`src/rtl/mips_run_monitor.sv`:
```
// rtl/mips_run_monitor.sv - MIPS run controller: cycle/retire counters, halt/stall/timeout stop, optional PC trace (MIPS_TRACE_EN)
// A one-cycle stop_req marks the end of a run; counters freeze until the next start.
module mips_run_monitor #(
    parameter int PC_W        = 32,
    parameter int CYCLE_W     = 32,
    parameter int MAX_CYCLES  = 1000,
    parameter int STALL_LIMIT = 8,
    parameter int TRACE_DEPTH = 8
) (
    input  logic                          CLK,
    input  logic                          RST,
    input  logic                          start,
    input  logic [PC_W-1:0]               pc,
    input  logic                          pc_valid,
    input  logic                          halt_insn,
    output logic [CYCLE_W-1:0]            cycle_count,
    output logic [CYCLE_W-1:0]            instr_count,
    output logic [1:0]                    run_state,
    output logic                          done,
    output logic                          timed_out,
    output logic                          stop_req
`ifdef MIPS_TRACE_EN
    ,
    input  logic [$clog2(TRACE_DEPTH)-1:0] trace_idx,
    output logic [PC_W-1:0]               trace_pc
`endif
);

    typedef enum logic [1:0] {
        IDLE    = 2'b00,
        RUN     = 2'b01,
        HALTED  = 2'b10,
        TIMEOUT = 2'b11
    } state_t;

    localparam int                 STALL_W    = $clog2(STALL_LIMIT + 1);
    localparam logic [CYCLE_W-1:0] LAST_CYCLE = CYCLE_W'(MAX_CYCLES - 1);

    if (STALL_LIMIT < 1 || TRACE_DEPTH < 2 || (TRACE_DEPTH & (TRACE_DEPTH - 1)) != 0) begin : g_bad_config
        $error("mips_run_monitor: STALL_LIMIT must be >= 1 and TRACE_DEPTH a power of 2 >= 2");
    end

    state_t             state;
    logic [STALL_W-1:0] stall_cnt;
    logic [PC_W-1:0]    last_pc;

    logic [CYCLE_W-1:0] cycle_next;
    logic [CYCLE_W-1:0] instr_next;
    logic [STALL_W-1:0] stall_next;
    logic               pc_same;
    logic               halt_hit;
    logic               stall_hit;
    logic               budget_hit;

    always_comb begin
        cycle_next = (&cycle_count) ? cycle_count : cycle_count + CYCLE_W'(1);
        instr_next = instr_count;
        if (pc_valid && !(&instr_count))
            instr_next = instr_count + CYCLE_W'(1);
        pc_same    = (pc == last_pc);
        stall_next = '0;
        if (pc_same)
            stall_next = (stall_cnt == STALL_W'(STALL_LIMIT)) ? stall_cnt : stall_cnt + STALL_W'(1);
        halt_hit   = pc_valid && halt_insn;
        // Halt fires on the edge that would bring the counter up to the limit.
        stall_hit  = pc_same && (stall_cnt == STALL_W'(STALL_LIMIT - 1));
        budget_hit = (MAX_CYCLES != 0) && (cycle_count == LAST_CYCLE);
    end

    always_ff @(posedge CLK or posedge RST) begin
        if (RST) begin
            state       <= IDLE;
            cycle_count <= '0;
            instr_count <= '0;
            stall_cnt   <= '0;
            last_pc     <= '0;
            done        <= 1'b0;
            timed_out   <= 1'b0;
            stop_req    <= 1'b0;
        end else begin
            stop_req <= 1'b0;
            case (state)
                IDLE, HALTED, TIMEOUT: begin
                    if (start) begin
                        state       <= RUN;
                        cycle_count <= '0;
                        instr_count <= '0;
                        stall_cnt   <= '0;
                        last_pc     <= pc;
                        done        <= 1'b0;
                        timed_out   <= 1'b0;
                    end
                end
                RUN: begin
                    // The exit edge still counts this cycle and its retirement.
                    cycle_count <= cycle_next;
                    instr_count <= instr_next;
                    stall_cnt   <= stall_next;
                    last_pc     <= pc;
                    if (halt_hit || stall_hit) begin
                        state    <= HALTED;
                        done     <= 1'b1;
                        stop_req <= 1'b1;
                    end else if (budget_hit) begin
                        state     <= TIMEOUT;
                        done      <= 1'b1;
                        timed_out <= 1'b1;
                        stop_req  <= 1'b1;
                    end
                end
                default: state <= IDLE;
            endcase
        end
    end

    assign run_state = state;

`ifdef MIPS_TRACE_EN
    localparam int TRACE_AW = $clog2(TRACE_DEPTH);

    logic [PC_W-1:0]     trace_buf [TRACE_DEPTH];
    logic [TRACE_AW-1:0] wr_ptr;
    logic [TRACE_AW-1:0] rd_ptr;

    always_ff @(posedge CLK or posedge RST) begin
        if (RST) begin
            wr_ptr <= '0;
            for (int i = 0; i < TRACE_DEPTH; i++)
                trace_buf[i] <= '0;
        end else if (state == RUN && pc_valid) begin
            trace_buf[wr_ptr] <= pc;
            wr_ptr            <= wr_ptr + TRACE_AW'(1);
        end
    end

    // wr_ptr points one past the newest entry; index 0 reads the newest.
    assign rd_ptr   = wr_ptr - TRACE_AW'(1) - trace_idx;
    assign trace_pc = trace_buf[rd_ptr];
`endif

endmodule
```
`config.mk`:
```
export PLATFORM = sky130hd
export DESIGN_NAME = mips_run_monitor
export DESIGN_NICKNAME = d
export VERILOG_FILES = /design/src/rtl/mips_run_monitor.sv
export SDC_FILE = /design/constraint.sdc
export NUM_CORES = 1
export LEC_CHECK = 0
export ABC_CLOCK_PERIOD_IN_PS = 3070
export CAP_MARGIN = 20
export CORE_UTILIZATION = 48
export CTS_CLUSTER_DIAMETER = 150
export CTS_CLUSTER_SIZE = 10
export DETAILED_ROUTE_END_ITERATION = 8
export PLACE_DENSITY = 0.83
export SETUP_SLACK_MARGIN = 0.5
export SLEW_MARGIN = 0
export SYNTH_ARGS = -nofsm -noshare
export SYNTH_HDL_FRONTEND = slang
export SYNTH_SLANG_ARGS = --single-unit
```
`constraint.sdc`:
```
create_clock -name CLK -period 3.07 [get_ports CLK]
set_input_delay 0.614 -clock CLK [delete_from_list [all_inputs] [get_ports CLK]]
set_output_delay 0.614 -clock CLK [all_outputs]
set_load 0.005 [all_outputs]
```
==> results list, run 1 <==
- CP startpoint: instr_count[2]
* Via total after detailed routing: 5461
- After detailed routing, the total wire length is 14.65 mm.
* Data arrival time at the worst-slack endpoint: 2.59 ns
- CP Data Required Time: 3.34 ns
* # port buffers: 105
- The clock reaches the later pin of the worst-skew pair after 0.35 ns.
* Filler cells: 961
* Detailed-route wire length on metal 1: 6.150 mm
- The routed design uses 7.379 mm of met2 wire.
- The worst register-to-register path has a depth of 5.
- The wire-length estimate of the detail-placed layout is 10.47 mm.
- The cell count after synthesis came out at 650.
* Switch share: 0.2800
- After synthesis, the mean cell area works out to 8.812 sq um.
* Via count of the first global-routing pass: 5202
- Layout cell share with drive strength beyond 1: 0.05355
* Clock skew after layout: 0.009709 ns
- Total setup violations reported at the end of the flow: 0
* Initial core utilization: 0.4974
- Final weighted congestion in routability-driven placement: 0.8444
* Area of the core: 11520 sq um
* Number of distinct library cell variants in the gate-level netlist after synthesis: 49
- TritonCTS built the clock tree.
* DRC violations left: 14
* Height of the chip: 111.2 microns
- CTS saw 104 sinks.
- Critical path class: flop to flop
* DIE WIDTH: 111.2 microns
- Power Dens Cells: 468.2 nW/um^2
* Hold crit path type: flop to flop
- Yosys warning count: 0
- Via/cell ratio: 6.136
- In the synthesized netlist the dominant register cell turns out to be dfrtp_1.
* RSZ-0062 raised after global routing: false
- The number of max-slew violations in the final report was 0.
- No sink is reached through more buffers than the 2 on the longest clock path.
- Final global-route overflow total: 0
- Minimum period implied by the final worst setup slack: 2.315 ns
- Internal power: 2.444 mW
* Num CTS Buffers: 9
* RR Startpoint: instr_count[2]
- Across the VDD grid, the largest voltage drop is 0.3512 mV.
- In this run the tightest slew margin relative to its limit is 0.6163.
- Reg power frac: 0.471
* NumNets Final: 784
- Quantity of hold-fixing buffers added after cts: 0
* Switching power: 950.3 uW
- STA classifies the critical path startpoint as a flop.
- Remaining antenna violation count: 0
- The first detailed-routing pass took 9 iterations.
- The initial antenna violation count was 0.
- In this run the static leakage power is 2.975 nW.
- Area growth from synthesis to layout: 26.56%
* Share of total power in combinational logic: 0.181
- Boundary Pins: 106
- After floorplanning, the core was divided into 39 placement rows.
* Aggregate negative setup slack: 0 ns
- Dividing the final minimum period by the clock period gives 0.7539.
* Violations in the final reports: design-rule violations
- The cell area that synthesis handed to floorplanning was 5728 sq um.
- Highest Clock Rate: 432.0 MHz
- Highest signal layer in the routed design: met4
* Seq/Total Area, Yosys: 0.4543
- Max Cap Violations: 0
- The share of total power dissipated in the clock network is 0.348.
* FF-to-FF End: instr_count[21]
- Reg2reg setup slack: 0.76 ns
* Yosys reg bits: 104
- Reg clk slew, reported paths: 0.07 ns
- Run status: finished with violations
- Number of violations reported at the end of detailed-routing iteration 0: 367
- Wire length on met3: 841 microns
* Maximum fanout encountered on the critical timing path: 7
- Overall power after layout: 3.394 mW
- Of all flip-flops after synthesis, the portion carrying an async set or reset was 1.000.
* Diodes inserted: 0
- Min-Delay Startpoint: last_pc[7]
- Maximum level of the CTS H-tree: 3
* Overall global routing resource usage: 0.2438
- At the pin with the least slew margin, the transition time is 0.5744 ns.
- Entering global routing, the biggest net connects 50 pins.
- Counting flops with a built-in enable in the synthesized netlist gives 0.
* Die ar.: 12370 sq um
- The hold violation count in the final report came to 0.
- The first global-routing pass estimated 24.52 mm of wire.
- Number of nets in the synthesized netlist: 691
- Routed wire length per instance: 16.46 microns
- Following the worst setup path forward leads to its endpoint at instr_count[21].
- The worst setup path is captured at a flop.
- Clock tree synthesis selected as its root buffer the cell clkbuf_16.
[layout make-up]
type / count / area (sq um) / share of cell area
multi-input combinational: 496 / 2915 / 0.4021
sequential: 104 / 2603 / 0.3590
inverter: 13 / 52.55 / 0.007249
tap: 143 / 178.9 / 0.02468
timing repair buffer: 119 / 1194 / 0.1647
clock buffer: 11 / 252.7 / 0.03486
clock inverter: 4 / 53.80 / 0.007421
[cell usage in the layout (no fill, tap or decap), types with 3 or more instances in the layout]
cell	netlist	routed
a21oi_1	36	36
a31oi_1	5	5
a41o_1	5	5
a41oi_1	3	3
and2_1	3	3
and3_1	12	12
and4_1	10	10
buf_12	0	3
buf_4	1	11
clkbuf_16	0	9
clkdlybuf4s50_1	0	105
clkinvlp_4	0	3
dfrtp_1	104	104
ha_1	4	4
inv_1	13	12
mux2i_1	4	4
nand2_1	143	143
nand2b_1	5	5
nand3_1	27	27
nand4_1	33	33
nor2_1	21	19
nor3_1	6	6
nor4_1	13	11
o211ai_1	10	10
o21ai_0	32	32
o311ai_0	6	6
o31ai_1	14	14
o41ai_1	7	7
or3_1	25	25
or4_1	18	18
xnor2_1	34	34
[logic make-up (layout without fill, tap and decap cells)]
logic type / count (synthesis) / count (layout) / share of synthesized area
and+or+nand+nor: 328 / 328 / 0.2953
AOI/OAI and AO/OA: 125 / 125 / 0.1411
DFF: 104 / 104 / 0.4543
buffers and inverters: 50 / 147 / 0.03998
xor gates and xnor gates: 35 / 35 / 0.05352
adders and majority gates: 4 / 4 / 0.008738
muxes: 4 / 4 / 0.006990
[per-layer routing]
layer  vias to the layer above  track usage
li1                       2574            -
met1                      2681       0.3041
met2                       180       0.4133
met3                        26      0.05085
met4                         0      0.09640
met5                         -            0
[metrics by stage]
stage | hold slack, ns | cell area [sq um] | cells | util | setup slack [ns]
3_3_place_gp | 0.4699 | 6928 | 874 | 0.6016 | 0.5550
6_report | 0.4882 | 7249 | 890 | 0.6295 | 0.7554
3_5_place_dp | 0.4768 | 6928 | 874 | 0.6016 | 0.4589
5_1_grt | 0.5155 | 7249 | 890 | 0.6295 | 0.6111
4_1_cts | 0.4928 | 7234 | 889 | 0.6282 | 0.6466
2_1_floorplan | 0.4598 | 5732 | 650 | - | 0.9315
[repair_timing]
item	CTS	global route
setup endpoints to repair	0	8
gates resized for setup	0	2
setup buffers	0	1
[state kept, by name, indices dropped and copies added, names as in the netlist]
| register | count |
|---|---|
| cycle_count | 32 |
| instr_count | 32 |
| stall_cnt | 4 |
| done | 1 |
| run_state | 1 |
| stop_req | 1 |
| timed_out | 1 |
| last_pc | 32 |
[worst max-delay path, stage by stage (launching register included)]
cell and delay [ns]:
dfrtp_1 0.50, nand4_4 0.18, or4_4 0.59, or4_1 0.50
or3_1 0.32, a21oi_1 0.15
[Yosys cell counts (12+ instances only)]
| cell type | instances | area, sq um |
|---|---|---|
| or4_1 | 18 | 135.1 |
| or3_1 | 25 | 156.4 |
| clkbuf_1 | 22 | 82.58 |
| inv_1 | 13 | 48.80 |
| nand4_1 | 33 | 206.5 |
| nor4_1 | 13 | 81.33 |
| nand2_1 | 143 | 536.8 |
| a21oi_1 | 36 | 180.2 |
| nand3_1 | 27 | 135.1 |
| and3_1 | 12 | 75.07 |
| o31ai_1 | 14 | 105.1 |
| o21ai_0 | 32 | 160.2 |
| xnor2_1 | 34 | 297.8 |
| dfrtp_1 | 104 | 2603 |
| nor2_1 | 21 | 78.83 |
[power by group through the flow]
stage / clock network (mW) / registers [mW] / logic [mW]
final: 1.18 / 1.60 / 0.615
after global placement: 0 / 1.61 / 0.593
after CTS: 1.21 / 1.60 / 0.619
after floorplan: 0 / 1.59 / 0.363
after detailed placement: 0 / 1.62 / 0.616
after global routing: 1.26 / 1.61 / 0.684
[worst min-delay path by stage]
| stage | endpoint | slack [ns] | cells after the start |
|---|---|---|---|
| floorplan | last_pc[0] | 0.46 | 2 |
| CTS | last_pc[8] | 0.49 | 2 |
| global route | last_pc[30] | 0.52 | 2 |
| detailed placement | last_pc[8] | 0.48 | 2 |
| finish | last_pc[7] | 0.49 | 2 |
| global placement | last_pc[26] | 0.47 | 2 |
No activity file was read; power rests on OpenSTA's default activity.
==> run 2, diff against run 1 <==
ABC_CLOCK_PERIOD_IN_PS = 2000   (was 3070)
clock period = 2 ns   (was 3.07 ns; I/O delays follow)
==> run 2 against run 1 <==
Against the previous run: the run now fails in global routing (5_1_grt); synthesized area did not move; synthesized cell count unchanged.
==> results list, run 2 <==
- Run status: did not finish
- The stage where the run came to a stop is global routing (5_1_grt).
- Error that ended the run: [ERROR GRT-0232] Routing congestion too high. Check the congestion heatmap in the GUI.
* GRT repair_timing worst endpoint: instr_count[0]$_DFFE_PP0P_/D
- Placed insts: 970 (+11%)
- The number of rows created at floorplan is 39 (unchanged).
* Bufs on Longest Clock Path: 2 (unchanged)
* Final global-route overflow total: 44
- The initial core utilization was 0.4974 (unchanged).
- The synthesized net count was 691 (unchanged).
* Count leader, synth: nand2_1
* Yosys reg bits: 104 (unchanged)
* # port buffers: 105 (unchanged)
- The floorplan die height came to 111.2 microns (unchanged).
* Synthesized area: 5728 sq um (unchanged)
* Seq/Total Area, Yosys: 0.4543 (unchanged)
* Half-perimeter wire length after detailed placement: 12.09 mm (+16%)
- The count of flip-flops with a built-in enable after synthesis was 0 (unchanged).
- Ys async rst share: 1.000 (unchanged)
- Num CTS Buffers: 9 (unchanged)
- Avg Cell Area, Syn: 8.812 sq um (unchanged)
- The final weighted congestion of routability-driven global placement is 0.8918 (+5.6%).
* Yosys warning count: 0 (unchanged)
- The number of levels in the clock H-tree was 3 (unchanged).
* Total number of clock tree sinks: 104 (unchanged)
- Number of distinct library cell variants in the gate-level netlist after synthesis: 49 (unchanged)
- The biggest area contributor in the post-synthesis netlist is dfrtp_1.
* Top cells by instance count after synthesis: nand2_1, dfrtp_1, a21oi_1, xnor2_1, nand4_1
- Across every metal layer, demand over resource in global routing totals 0.7391.
- Cells taking the most area after synthesis: dfrtp_1, nand2_1, xnor2_1
- Maximum number of pins on one net before global-route repair: 67
- The die span in x is 111.2 microns (unchanged).
- Boundary Pins: 106 (unchanged)
- In the synthesized netlist the dominant register cell turns out to be dfrtp_1.
- The cell sitting at the root of the clock tree is a clkbuf_16.
* Kind of pin the worst path terminates on: register data pin
- Synthesized instance count: 650 (unchanged)
* Top-area cell type share of the netlist area: 0.4543 (unchanged)
[run 2: cells by family after synthesis]
kind of cell    after synthesis  share of synthesized area
mux                           4                   0.006990
xor+xnor                     35                    0.05352
simple gates                328                     0.2953
flops                       104                     0.4543
buf+inv                      50                    0.03998
fa+ha+maj                     4                   0.008738
compound gates              125                     0.1411
[run 2: per-stage QoR]
| step | setup slack [ns] | cell area, sq um |
|---|---|---|
| 3_5_place_dp | -0.3002 | 7742 |
| 4_1_cts | -0.1003 | 9907 |
| 3_3_place_gp | -0.2241 | 7742 |
| 2_1_floorplan | -0.06823 | 5919 |
[run 2: metal layers]
metal,track usage,overflow
met5,0.03750,0
met4,0.7541,16
met3,0.5500,1
met2,0.9438,27
met1,0.7413,0
[run 2: timing repair]
action                                  CTS
endpoints found under the setup margin  173
pin swaps                                92
hold buffers                              0
buffers inserted                        122
resized for setup                       454
cloned                                    9
==> run 3, diff against run 2 <==
ABC_CLOCK_PERIOD_IN_PS = 2600   (was 2000)
CORE_UTILIZATION = 40   (was 48)
CTS_CLUSTER_DIAMETER = not set   (was 150)
CTS_CLUSTER_SIZE = not set   (was 10)
PLACE_DENSITY = not set   (was 0.83)
PLACE_DENSITY_LB_ADDON = 0.15   (was not set)
SETUP_SLACK_MARGIN = not set   (was 0.5)
clock period = 2.6 ns   (was 2 ns; I/O delays follow)
==> run 3 against run 2 <==
Against the previous run: the run now ends clean.
==> results list, run 3 (synthesis results as in run 1) <==
* Number of violations reported at the end of detailed-routing iteration 0: 364
- Of the cells placed in the final design, the portion with a size suffix greater than 1 is 0.05968.
- Num CTS Buffers: 9 (unchanged)
- Initial core utilization: 0.4111 (-0.08633)
- The first global-routing pass estimated 24.64 mm of wire.
- Leaving out fill and tap cells, the most frequent cell in the layout is nand2_1.
* Share of the cycle needed by the critical path after routing: 0.8870
- Hold crit path type: flop to flop
- At the end of the flow, the number of nets in the layout was 793.
- Overall global routing resource usage: 0.2117
* Diodes inserted: 0
- Aggregate negative setup slack: 0 ns
- The later pin in the worst-skew pair is clocked with a latency of 0.35 ns.
* Area of the core: 13930 sq um
* Final weighted congestion in routability-driven placement: 0.8174 (-8.3%)
* Area growth from synthesis to layout: 28.16%
* Highest Clock Rate: 433.6 MHz
- In the routed design, unresolved DRC markers number 0.
- Worst slack after detailed placement: 0.006873 ns (+0.3070 ns)
* Worst max-slew margin expressed relative to the limit: 0.5011
* Initial antenna violation count: 0
- TritonCTS built the clock tree.
- Via total after detailed routing: 5309
- Max Cap Violations: 0
- Cell internal power was estimated by the tool at 2.791 mW.
* Commonest non-fill, non-tap cells in the layout: nand2_1, clkdlybuf4s50_1, dfrtp_1
- For this design the static power due to leakage is 3.012 nW.
- The share of total power dissipated in sequential elements is 0.486.
* Final global-route overflow total: 0
- The number of global-route vias before repair came to 5008.
- Reg clk slew, reported paths: 0.06 ns
- The worst setup path is captured at a flop.
- Placed insts: 921 (-5.1%)
* Final-report max-slew violation count: 0
- The post-cts repair resize count is 0 (-100%).
* Minimum period implied by the final worst setup slack: 2.306 ns
* Slack of the critical path: 0.2937 ns
- The number of rows created at floorplan came to 43 (+10%).
* Setup crit start kind: flop
* Remaining antenna violation count: 0
* Boundary Pins: 106 (unchanged)
- Dividing the detail-routed wire length by the instance count gives 15.78 microns.
- The setup path with the least slack is of type flop to flop.
- Run status: complete, no violations
- Clock network fraction of total power: 0.322
- Total number of clock tree sinks: 104 (unchanged)
- Across the routed clock network, the largest skew measured is 0.004447 ns.
- Via/cell ratio: 5.684
- Cell at the root of the clock tree: clkbuf_16
- IR Drop Worst-Case VDD: 0.4840 mV
- Summed over all layers, the routed wires come to 14.74 mm.
- The analysis attributes to net switching a power of 1.087 mW.
- Hold is met by 0.4867 ns.
* Power Dens Cells: 528.3 nW/um^2
* Final Core Density: 0.5268
- Setup repair after global routing left no endpoint under its margin.
- Along the worst path, the maximum fanout reaches 7.
- The number of hold buffers added after CTS came to 0 (unchanged).
* Data arrival time at the worst-slack endpoint: 2.58 ns
- The number of levels in the clock H-tree is 3 (unchanged).
- Share of total power in combinational logic: 0.192
- The first detailed-routing pass took 5 iterations.
- The die span in x is 121.7 microns (+9.4%).
- Filler cells: 1294
* # port buffers: 105 (unchanged)
- The number of setup buffers added after CTS is 0 (-100%).
- The hold violation count in the final report came to 0.
- STA puts the critical path data required time at 2.87 ns.
* Registers with the most flip-flops: cycle_count (32), instr_count (32), last_pc (32)
- The number of buffers on the longest clock path came to 2 (unchanged).
- Die ar.: 14800 sq um
- Entering global routing, the biggest net connects 51 pins.
* Tightest Pin Transition: 0.7451 ns
- The total half-perimeter wirelength after legalization and detailed placement was 10.58 mm (-13%).
- Of the total power, the share spent switching nets is 0.2804.
- The finished layout holds 934 standard cells, fillers aside.
- Setup violations remaining at the end of the flow were counted as 0.
* Height of the chip: 121.7 microns (+9.4%)
-- run 3: through the flow --
stage | power (mW) | cell area, sq um
CTS | 3.944 | 7341
finish | 3.878 | 7341
global route | 4.105 | 7341
detailed placement | 2.670 | 7079
global placement | 2.647 | 7079
floorplan | 2.311 | 5732
-- run 3: path summary, 6_finish.rpt --
path / slack, ns / start / depth (start not counted) / endpoint
max in group asynchronous: 1.42 / RST / 3 / instr_count[13]
min: 0.49 / last_pc[22] / 2 / last_pc[22]
max: 0.29 / instr_count[2] / 5 / instr_count[25]
min reg2reg: 0.49 / last_pc[22] / 2 / last_pc[22]
max reg2reg: 0.29 / instr_count[2] / 5 / instr_count[25]
min in group asynchronous: 0.56 / RST / 2 / cycle_count[9]
-- run 3: final cells by class --
cell class / instances / area [sq um] / share of cell area
multi-input combinational: 496 / 2913 / 0.3968
tap: 180 / 225.2 / 0.03068
inverter: 13 / 52.55 / 0.007159
clock inverter: 1 / 5.005 / 0.0006818
clock buffer: 12 / 256.5 / 0.03494
sequential: 104 / 2603 / 0.3545
timing repair buffer: 128 / 1286 / 0.1752
-- run 3: worst max-delay path, stage by stage, from the launching register on --
cell and delay (ns):
dfrtp_1 0.52, nand4_4 0.18, or4_4 0.59, or4_1 0.49, or3_1 0.32, a21oi_1 0.14
-- run 3: layer usage --
layer | track usage | vias to the layer above | wire length (microns)
met5 | 0 | - | 0
met4 | 0.05787 | 0 | 202
met3 | 0.05618 | 15 | 792
met2 | 0.3459 | 128 | 7043
met1 | 0.2763 | 2580 | 6702
li1 | - | 2586 | -
-- run 3: power groups by stage --
stage	Sequential (mW)	Combinational (mW)	Clock [mW]
6_report	1.89	0.744	1.25
5_1_grt	1.90	0.837	1.36
4_1_cts	1.89	0.758	1.30
3_5_place_dp	1.92	0.755	0
3_3_place_gp	1.91	0.737	0
2_1_floorplan	1.88	0.428	0
==> run 4, diff against run 3 <==
SLEW_MARGIN = 20   (was 0)
==> results of run 4 <==
The final DEF is identical to that of run 3; final timing and power are the same.
